**src/rtl/cpu_sequencer_if.sv**
```systemverilog
// Handshake and strobe bundle between the instruction decoder/control side and cpu_sequencer.
// master drives run requests and decoded fields; slave (the sequencer) returns strobes and status.
interface cpu_sequencer_if;
    logic       start;
    logic [1:0] problem_number;
    logic       halt_req;
    logic       mem_access;
    logic       mem_write;
    logic       wr_reg;
    logic       wr_stack;
    logic       pc_en;
    logic       ir_load;
    logic       reg_en;
    logic       stack_en;
    logic       mem_we;
    logic [1:0] prob_sel;
    logic       busy;
    logic       done;

    modport master (
        output start, problem_number, halt_req, mem_access, mem_write, wr_reg, wr_stack,
        input  pc_en, ir_load, reg_en, stack_en, mem_we, prob_sel, busy, done
    );

    modport slave (
        input  start, problem_number, halt_req, mem_access, mem_write, wr_reg, wr_stack,
        output pc_en, ir_load, reg_en, stack_en, mem_we, prob_sel, busy, done
    );
endinterface

```
**src/rtl/cpu_sequencer.sv**
```systemverilog
// Multi-cycle CPU control sequencer: IDLE -> FETCH -> EXEC (-> MEM) -> FETCH ... -> HALTED.
// Optional run-cycle counter port enabled by defining CYCLE_COUNT_EN.
module cpu_sequencer #(
    parameter int unsigned MEM_WAIT = 1
) (
    input  logic                 clk,
    input  logic                 rst_n,
    cpu_sequencer_if.slave       bus
`ifdef CYCLE_COUNT_EN
    ,
    output logic [15:0]          cycle_count
`endif
);

    typedef enum logic [2:0] {
        IDLE,
        FETCH,
        EXEC,
        MEM,
        HALTED
    } state_t;

    state_t     state;
    state_t     state_nxt;
    logic [3:0] wait_cnt;
    logic       cap_mem_write;
    logic       cap_wr_reg;
    logic       cap_wr_stack;
    logic [1:0] prob_q;
    logic       accept;
    logic       mem_issue;

    assign accept    = ((state == IDLE) || (state == HALTED)) && bus.start;
    assign mem_issue = (state == EXEC) && !bus.halt_req && bus.mem_access;

    always_ff @(posedge clk or negedge rst_n) begin
        if (!rst_n) begin
            state <= IDLE;
        end else begin
            state <= state_nxt;
        end
    end

    always_comb begin
        state_nxt = state;
        case (state)
            IDLE, HALTED: if (bus.start) state_nxt = FETCH;
            FETCH:        state_nxt = EXEC;
            EXEC: begin
                if (bus.halt_req)        state_nxt = HALTED;
                else if (bus.mem_access) state_nxt = MEM;
                else                     state_nxt = FETCH;
            end
            MEM:          if (wait_cnt == 4'd1) state_nxt = FETCH;
            default:      state_nxt = IDLE;
        endcase
    end

    always_comb begin
        bus.pc_en    = 1'b0;
        bus.ir_load  = 1'b0;
        bus.reg_en   = 1'b0;
        bus.stack_en = 1'b0;
        bus.mem_we   = 1'b0;
        bus.busy     = 1'b0;
        bus.done     = 1'b0;
        case (state)
            FETCH: begin
                bus.ir_load = 1'b1;
                bus.busy    = 1'b1;
            end
            EXEC: begin
                bus.busy = 1'b1;
                if (!bus.halt_req && !bus.mem_access) begin
                    bus.pc_en    = 1'b1;
                    bus.reg_en   = bus.wr_reg;
                    bus.stack_en = bus.wr_stack;
                end
            end
            MEM: begin
                bus.busy = 1'b1;
                // Write-back uses the flags captured in EXEC; decode inputs are stale here.
                if (wait_cnt == 4'd1) begin
                    bus.pc_en    = 1'b1;
                    bus.mem_we   = cap_mem_write;
                    bus.reg_en   = cap_wr_reg;
                    bus.stack_en = cap_wr_stack;
                end
            end
            HALTED:  bus.done = 1'b1;
            default: ;
        endcase
    end

    always_ff @(posedge clk or negedge rst_n) begin
        if (!rst_n) begin
            prob_q        <= '0;
            wait_cnt      <= '0;
            cap_mem_write <= 1'b0;
            cap_wr_reg    <= 1'b0;
            cap_wr_stack  <= 1'b0;
        end else begin
            if (accept) prob_q <= bus.problem_number;
            if (mem_issue) begin
                wait_cnt      <= 4'(MEM_WAIT);
                cap_mem_write <= bus.mem_write;
                cap_wr_reg    <= bus.wr_reg;
                cap_wr_stack  <= bus.wr_stack;
            end else if ((state == MEM) && (wait_cnt != 4'd0)) begin
                wait_cnt <= wait_cnt - 4'd1;
            end
        end
    end

    assign bus.prob_sel = prob_q;

`ifdef CYCLE_COUNT_EN
    always_ff @(posedge clk or negedge rst_n) begin
        if (!rst_n) begin
            cycle_count <= '0;
        end else if (accept) begin
            cycle_count <= '0;
        end else if (bus.busy && (cycle_count != '1)) begin
            cycle_count <= cycle_count + 16'd1;
        end
    end
`endif

endmodule
```
**src/flat_wrapper.sv**
```systemverilog
// flat-port wrapper written by rule: the top's interface ports become plain ports
module cpu_sequencer_flat 
#(
    parameter int unsigned MEM_WAIT = 1
)
  (clk, rst_n, bus_start, bus_problem_number, bus_halt_req, bus_mem_access, bus_mem_write, bus_wr_reg, bus_wr_stack, bus_pc_en, bus_ir_load, bus_reg_en, bus_stack_en, bus_mem_we, bus_prob_sel, bus_busy, bus_done);
  cpu_sequencer_if bus_i ();
  input  logic clk;
  input  logic rst_n;
  input wire logic [$bits(bus_i.start)-1:0] bus_start;
  input wire logic [$bits(bus_i.problem_number)-1:0] bus_problem_number;
  input wire logic [$bits(bus_i.halt_req)-1:0] bus_halt_req;
  input wire logic [$bits(bus_i.mem_access)-1:0] bus_mem_access;
  input wire logic [$bits(bus_i.mem_write)-1:0] bus_mem_write;
  input wire logic [$bits(bus_i.wr_reg)-1:0] bus_wr_reg;
  input wire logic [$bits(bus_i.wr_stack)-1:0] bus_wr_stack;
  output wire logic [$bits(bus_i.pc_en)-1:0] bus_pc_en;
  output wire logic [$bits(bus_i.ir_load)-1:0] bus_ir_load;
  output wire logic [$bits(bus_i.reg_en)-1:0] bus_reg_en;
  output wire logic [$bits(bus_i.stack_en)-1:0] bus_stack_en;
  output wire logic [$bits(bus_i.mem_we)-1:0] bus_mem_we;
  output wire logic [$bits(bus_i.prob_sel)-1:0] bus_prob_sel;
  output wire logic [$bits(bus_i.busy)-1:0] bus_busy;
  output wire logic [$bits(bus_i.done)-1:0] bus_done;
  assign bus_i.start = bus_start;
  assign bus_i.problem_number = bus_problem_number;
  assign bus_i.halt_req = bus_halt_req;
  assign bus_i.mem_access = bus_mem_access;
  assign bus_i.mem_write = bus_mem_write;
  assign bus_i.wr_reg = bus_wr_reg;
  assign bus_i.wr_stack = bus_wr_stack;
  assign bus_pc_en = bus_i.pc_en;
  assign bus_ir_load = bus_i.ir_load;
  assign bus_reg_en = bus_i.reg_en;
  assign bus_stack_en = bus_i.stack_en;
  assign bus_mem_we = bus_i.mem_we;
  assign bus_prob_sel = bus_i.prob_sel;
  assign bus_busy = bus_i.busy;
  assign bus_done = bus_i.done;
  cpu_sequencer #(.MEM_WAIT(MEM_WAIT)) u_core (.clk(clk), .rst_n(rst_n), .bus(bus_i));
endmodule
```
**config.mk**
```make
export PLATFORM = sky130hd
export DESIGN_NAME = cpu_sequencer_flat
export DESIGN_NICKNAME = d
export VERILOG_FILES = /design/src/rtl/cpu_sequencer_if.sv /design/src/rtl/cpu_sequencer.sv /design/src/flat_wrapper.sv
export SDC_FILE = /design/constraint.sdc
export NUM_CORES = 1
export LEC_CHECK = 0
export BUFFER_PORTS_ARGS = -buffer_cell sky130_fd_sc_hd__clkbuf_2
export CAP_MARGIN = 30
export CORE_UTILIZATION = 48
export CTS_BUF_LIST = sky130_fd_sc_hd__clkbuf_16
export DETAILED_ROUTE_END_ITERATION = 7
export PLACE_DENSITY = 0.84
export REMOVE_ABC_BUFFERS = 1
export SETUP_SLACK_MARGIN = 0.3
export SLEW_MARGIN = 20
export SYNTH_ARGS = -nofsm -noshare
export SYNTH_HDL_FRONTEND = slang
export SYNTH_SLANG_ARGS = --single-unit
```
**constraint.sdc**
```tcl
create_clock -name clk -period 4.8 [get_ports clk]
set_clock_uncertainty 0.2 [all_clocks]
set_input_delay 0.48 -clock clk [delete_from_list [all_inputs] [get_ports clk]]
set_output_delay 0.48 -clock clk [all_outputs]
set_load 0.005 [all_outputs]
```
==> impl_table.tex <==
\begin{tabular}{lr}
\hline
Metric & Value \\
\hline
\multicolumn{2}{l}{\textbf{Clock tree}} \\
Reg clk slew, reported paths & 0.04 ns \\
Clock Sink Count & 12 \\
Clk\_lat worst skew & 0.24 ns \\
Total CTS buffers & 3 \\
Post-CTS sizing & 0 \\
Deepest level of the CTS H-tree & 1 \\
Hold-fix buffers at CTS & 1 \\
Clock tree buffer depth & 2 \\
Clk root buf & sky130\_fd\_sc\_hd\_\_clkbuf\_16 \\
CTS tree & yes \\
Post-CTS setup buffer count & 0 \\
\multicolumn{2}{l}{\textbf{Global route}} \\
Global-route wire length before repair & 2080 um \\
Global-route usage over all layers & 20.5\% \\
Final global-route overflow total & 0 \\
Largest net degree at the start of global routing & 13 \\
Vias in the first global route & 485 \\
Number of antenna violations at the first check in global routing & 0 \\
\multicolumn{2}{l}{\textbf{Route}} \\
Via count normalized by instance count & 5.23 \\
Drt drc & 0 \\
Drt initial violations & 3 \\
Vias & 518 \\
Antenna Nets Post-Route & 0 \\
Total wirelength of the detailed-routed design & 1290 um \\
Number of detailed-routing iterations run before antenna repair & 4 \\
Detail-routed net length per standard cell & 13.0 um \\
\multicolumn{2}{l}{\textbf{Synthesis}} \\
Leading cell types by count after synthesis & sky130\_fd\_sc\_hd\_\_dfrtp\_1 (12), sky130\_fd\_sc\_hd\_\_nor2\_1 (5) \\
Most area-hungry cell type in the Yosys netlist & sky130\_fd\_sc\_hd\_\_dfrtp\_1 \\
Number of distinct standard cells referenced by the synthesized netlist & 29 \\
Number of enable-type register cells in the synthesized netlist & 0 \\
Sequential element share of the synthesized area & 44.0\% \\
Instance count of the mapped netlist & 64 \\
Syn Std Cell Area & 683 um\^{}2 \\
Avg Cell Area, Syn & 10.7 um\^{}2 \\
Largest cells by area after synthesis & sky130\_fd\_sc\_hd\_\_dfrtp\_1 (44\%), sky130\_fd\_sc\_hd\_\_mux2\_1 (6.6\%), sky130\_fd\_sc\_hd\_\_ha\_1 (3.7\%) \\
Share of flip-flops with an asynchronous set or reset after synthesis & 100\% \\
Number of synthesized register bits & 12 \\
Count of warnings emitted by yosys & 0 \\
Cell with the most instances after synthesis & sky130\_fd\_sc\_hd\_\_dfrtp\_1 \\
Proportion of netlist area held by the largest area contributor & 44.0\% \\
Main flop type after synthesis & sky130\_fd\_sc\_hd\_\_dfrtp\_1 \\
\multicolumn{2}{l}{\textbf{Worst setup path}} \\
Maximum fanout encountered on the critical timing path & 8 \\
Worst Setup Start Kind & register \\
Endpoint type of the worst setup path & output pin \\
Depth of the worst register-to-register path & 3 \\
Critical setup path kind & register to output pin \\
Reg2reg end & u\_core.cap\_wr\_reg\$\_DFFE\_PN0P\_ \\
Setup slack of the worst register-to-register path & 2.98 ns \\
Data arrival, critical path & 1.63 ns \\
R2r startpoint & u\_core.state[0]\$\_DFFE\_PN0P\_ \\
Critical Path Source & u\_core.state[0]\$\_DFFE\_PN0P\_ \\
Data required time of the critical path & 4.12 ns \\
\multicolumn{2}{l}{\textbf{Cells and area}} \\
Filler instances & 104 \\
Register bank with the most flops & u\_core.wait\_cnt \\
Area added between synthesis and finish & 26.4\% \\
N\_diodes & 0 \\
Number of nets in the layout & 97 \\
Number of flip-flops under the largest register name & 4 \\
Fraction of layout instances using a drive strength above 1 & 31.0\% \\
\multicolumn{2}{l}{\textbf{Floorplanning}} \\
Floorplan die width & 39.7 um \\
Y dimension of the die & 39.7 um \\
Core outline area & 1320 um\^{}2 \\
Number of placement rows & 13 \\
I/O pin total & 19 \\
Starting density of the core & 51.9\% \\
Die Outline Area & 1580 um\^{}2 \\
\multicolumn{2}{l}{\textbf{Outcome}} \\
Result of the run & finished clean \\
\multicolumn{2}{l}{\textbf{STA}} \\
Count of endpoints failing setup in the final report & 0 \\
Final-report hold violation count & 0 \\
Final critical-path setup slack & 2.49 ns \\
Fmax & 432 MHz \\
Unrepaired setup endpoints after global routing & false \\
Slew at the pin closest to its max-slew limit & 0.355 ns \\
Period utilization & 48.2\% \\
Pins over their slew limit & 0 \\
Fin crit period & 2.31 ns \\
Slew margin rel. & 76.3\% \\
Setup Total Neg Slack & 0 ns \\
\multicolumn{2}{l}{\textbf{Power}} \\
Overall power consumption & 0.534 mW \\
Leakage component of the power & 0.433 nW \\
Highest ir drop seen on vdd & 0.343 mV \\
Power per Cell Area & 618 nW/um\^{}2 \\
\multicolumn{2}{l}{\textbf{Run}} \\
Max-capacitance violation count & 0 \\
\multicolumn{2}{l}{\textbf{Worst hold path}} \\
Min-delay worst type & input port to register \\
Startpoint of the lowest-slack hold path & bus\_problem\_number[0] \\
End point of the most critical hold path & u\_core.bus.prob\_sel[0]\$\_DFFE\_PN0P\_ \\
Worst Hold Depth & 2 \\
\multicolumn{2}{l}{\textbf{Place}} \\
GP Congestion & 0.803 \\
DP Wirelength & 976 um \\
Pre-CTS worst setup slack & 2.73 ns \\
Total of buffers placed on input and output ports & 18 \\
\hline
\end{tabular}
critical path, cell delays in order, from the launching register on:
cell,delay [ns]
sky130_fd_sc_hd__dfrtp_1,0.50
sky130_fd_sc_hd__nor4b_4,0.34
sky130_fd_sc_hd__nor2b_1,0.27
sky130_fd_sc_hd__a22o_1,0.18
sky130_fd_sc_hd__clkbuf_2,0.11
area by class of cell:
type	instances	area (um^2)	share of cell area, %
repair buffers	19	100	11.6
flip-flops and latches	12	300	34.8
multi-input cells	45	350	40.6
inverters	4	15.0	1.74
clock inverters	1	3.75	0.435
clock buffers	3	75.1	8.70
well taps	15	18.8	2.17
report_power, final:
part,total [mW],internal [mW],switching (mW)
combinational,0.178,0.0964,0.0819
sequential,0.204,0.148,0.0558
clock,0.152,0.110,0.0422
worst max path at each step:
stage                     depth (start not counted)      endpoint  slack (ns)
final                                             4    bus_reg_en        2.49
after global routing                              4  bus_stack_en        2.38
after CTS                                         4    bus_reg_en        2.48
after detailed placement                          5  bus_stack_en        2.73
after global placement                            5    bus_reg_en        2.78
after floorplan                                   3    bus_reg_en        2.97
kinds of logic (layout without fill, tap and decap cells):
family | Yosys count | count (layout) | synth area share, %
simple gates | 27 | 27 | 28.9
flops | 12 | 12 | 44.0
compound gates | 10 | 10 | 8.98
buf+inv | 7 | 27 | 4.76
mux | 6 | 6 | 9.71
fa+ha+maj | 2 | 2 | 3.66
layout by cell type, fill, tap and decap left out, drive strengths merged, types with 2 or more instances in the layout:
cell / netlist / layout
dfrtp: 12 / 12
clkbuf: 0 / 21
a22o: 2 / 2
nor2: 5 / 5
mux2: 5 / 5
nand2: 4 / 4
o21ai: 4 / 4
ha: 2 / 2
nor4b: 2 / 2
and2: 2 / 2
a21oi: 2 / 2
or3: 3 / 3
nor3b: 2 / 2
inv: 4 / 4
metal layers:
layer	wire (um)	global-route usage [%]	vias to the layer above
met5	0	0	-
met4	0	7.76	0
met3	40	5.11	0
met2	671	32.8	9
met1	577	26.1	241
li1	-	-	268
per-stage QoR:
stage                     instances  hold WS (ns)  instance area [um^2]  utilization [%]
after floorplan                  61       -0.0156                   666                -
after global placement           94         0.177                   774             58.8
after detailed placement         94         0.182                   774             58.8
after CTS                        99         0.252                   863             65.5
after global routing             99         0.269                   863             65.5
final                            99         0.258                   863             65.5
Note: power is estimated with default switching activity, not from simulation.
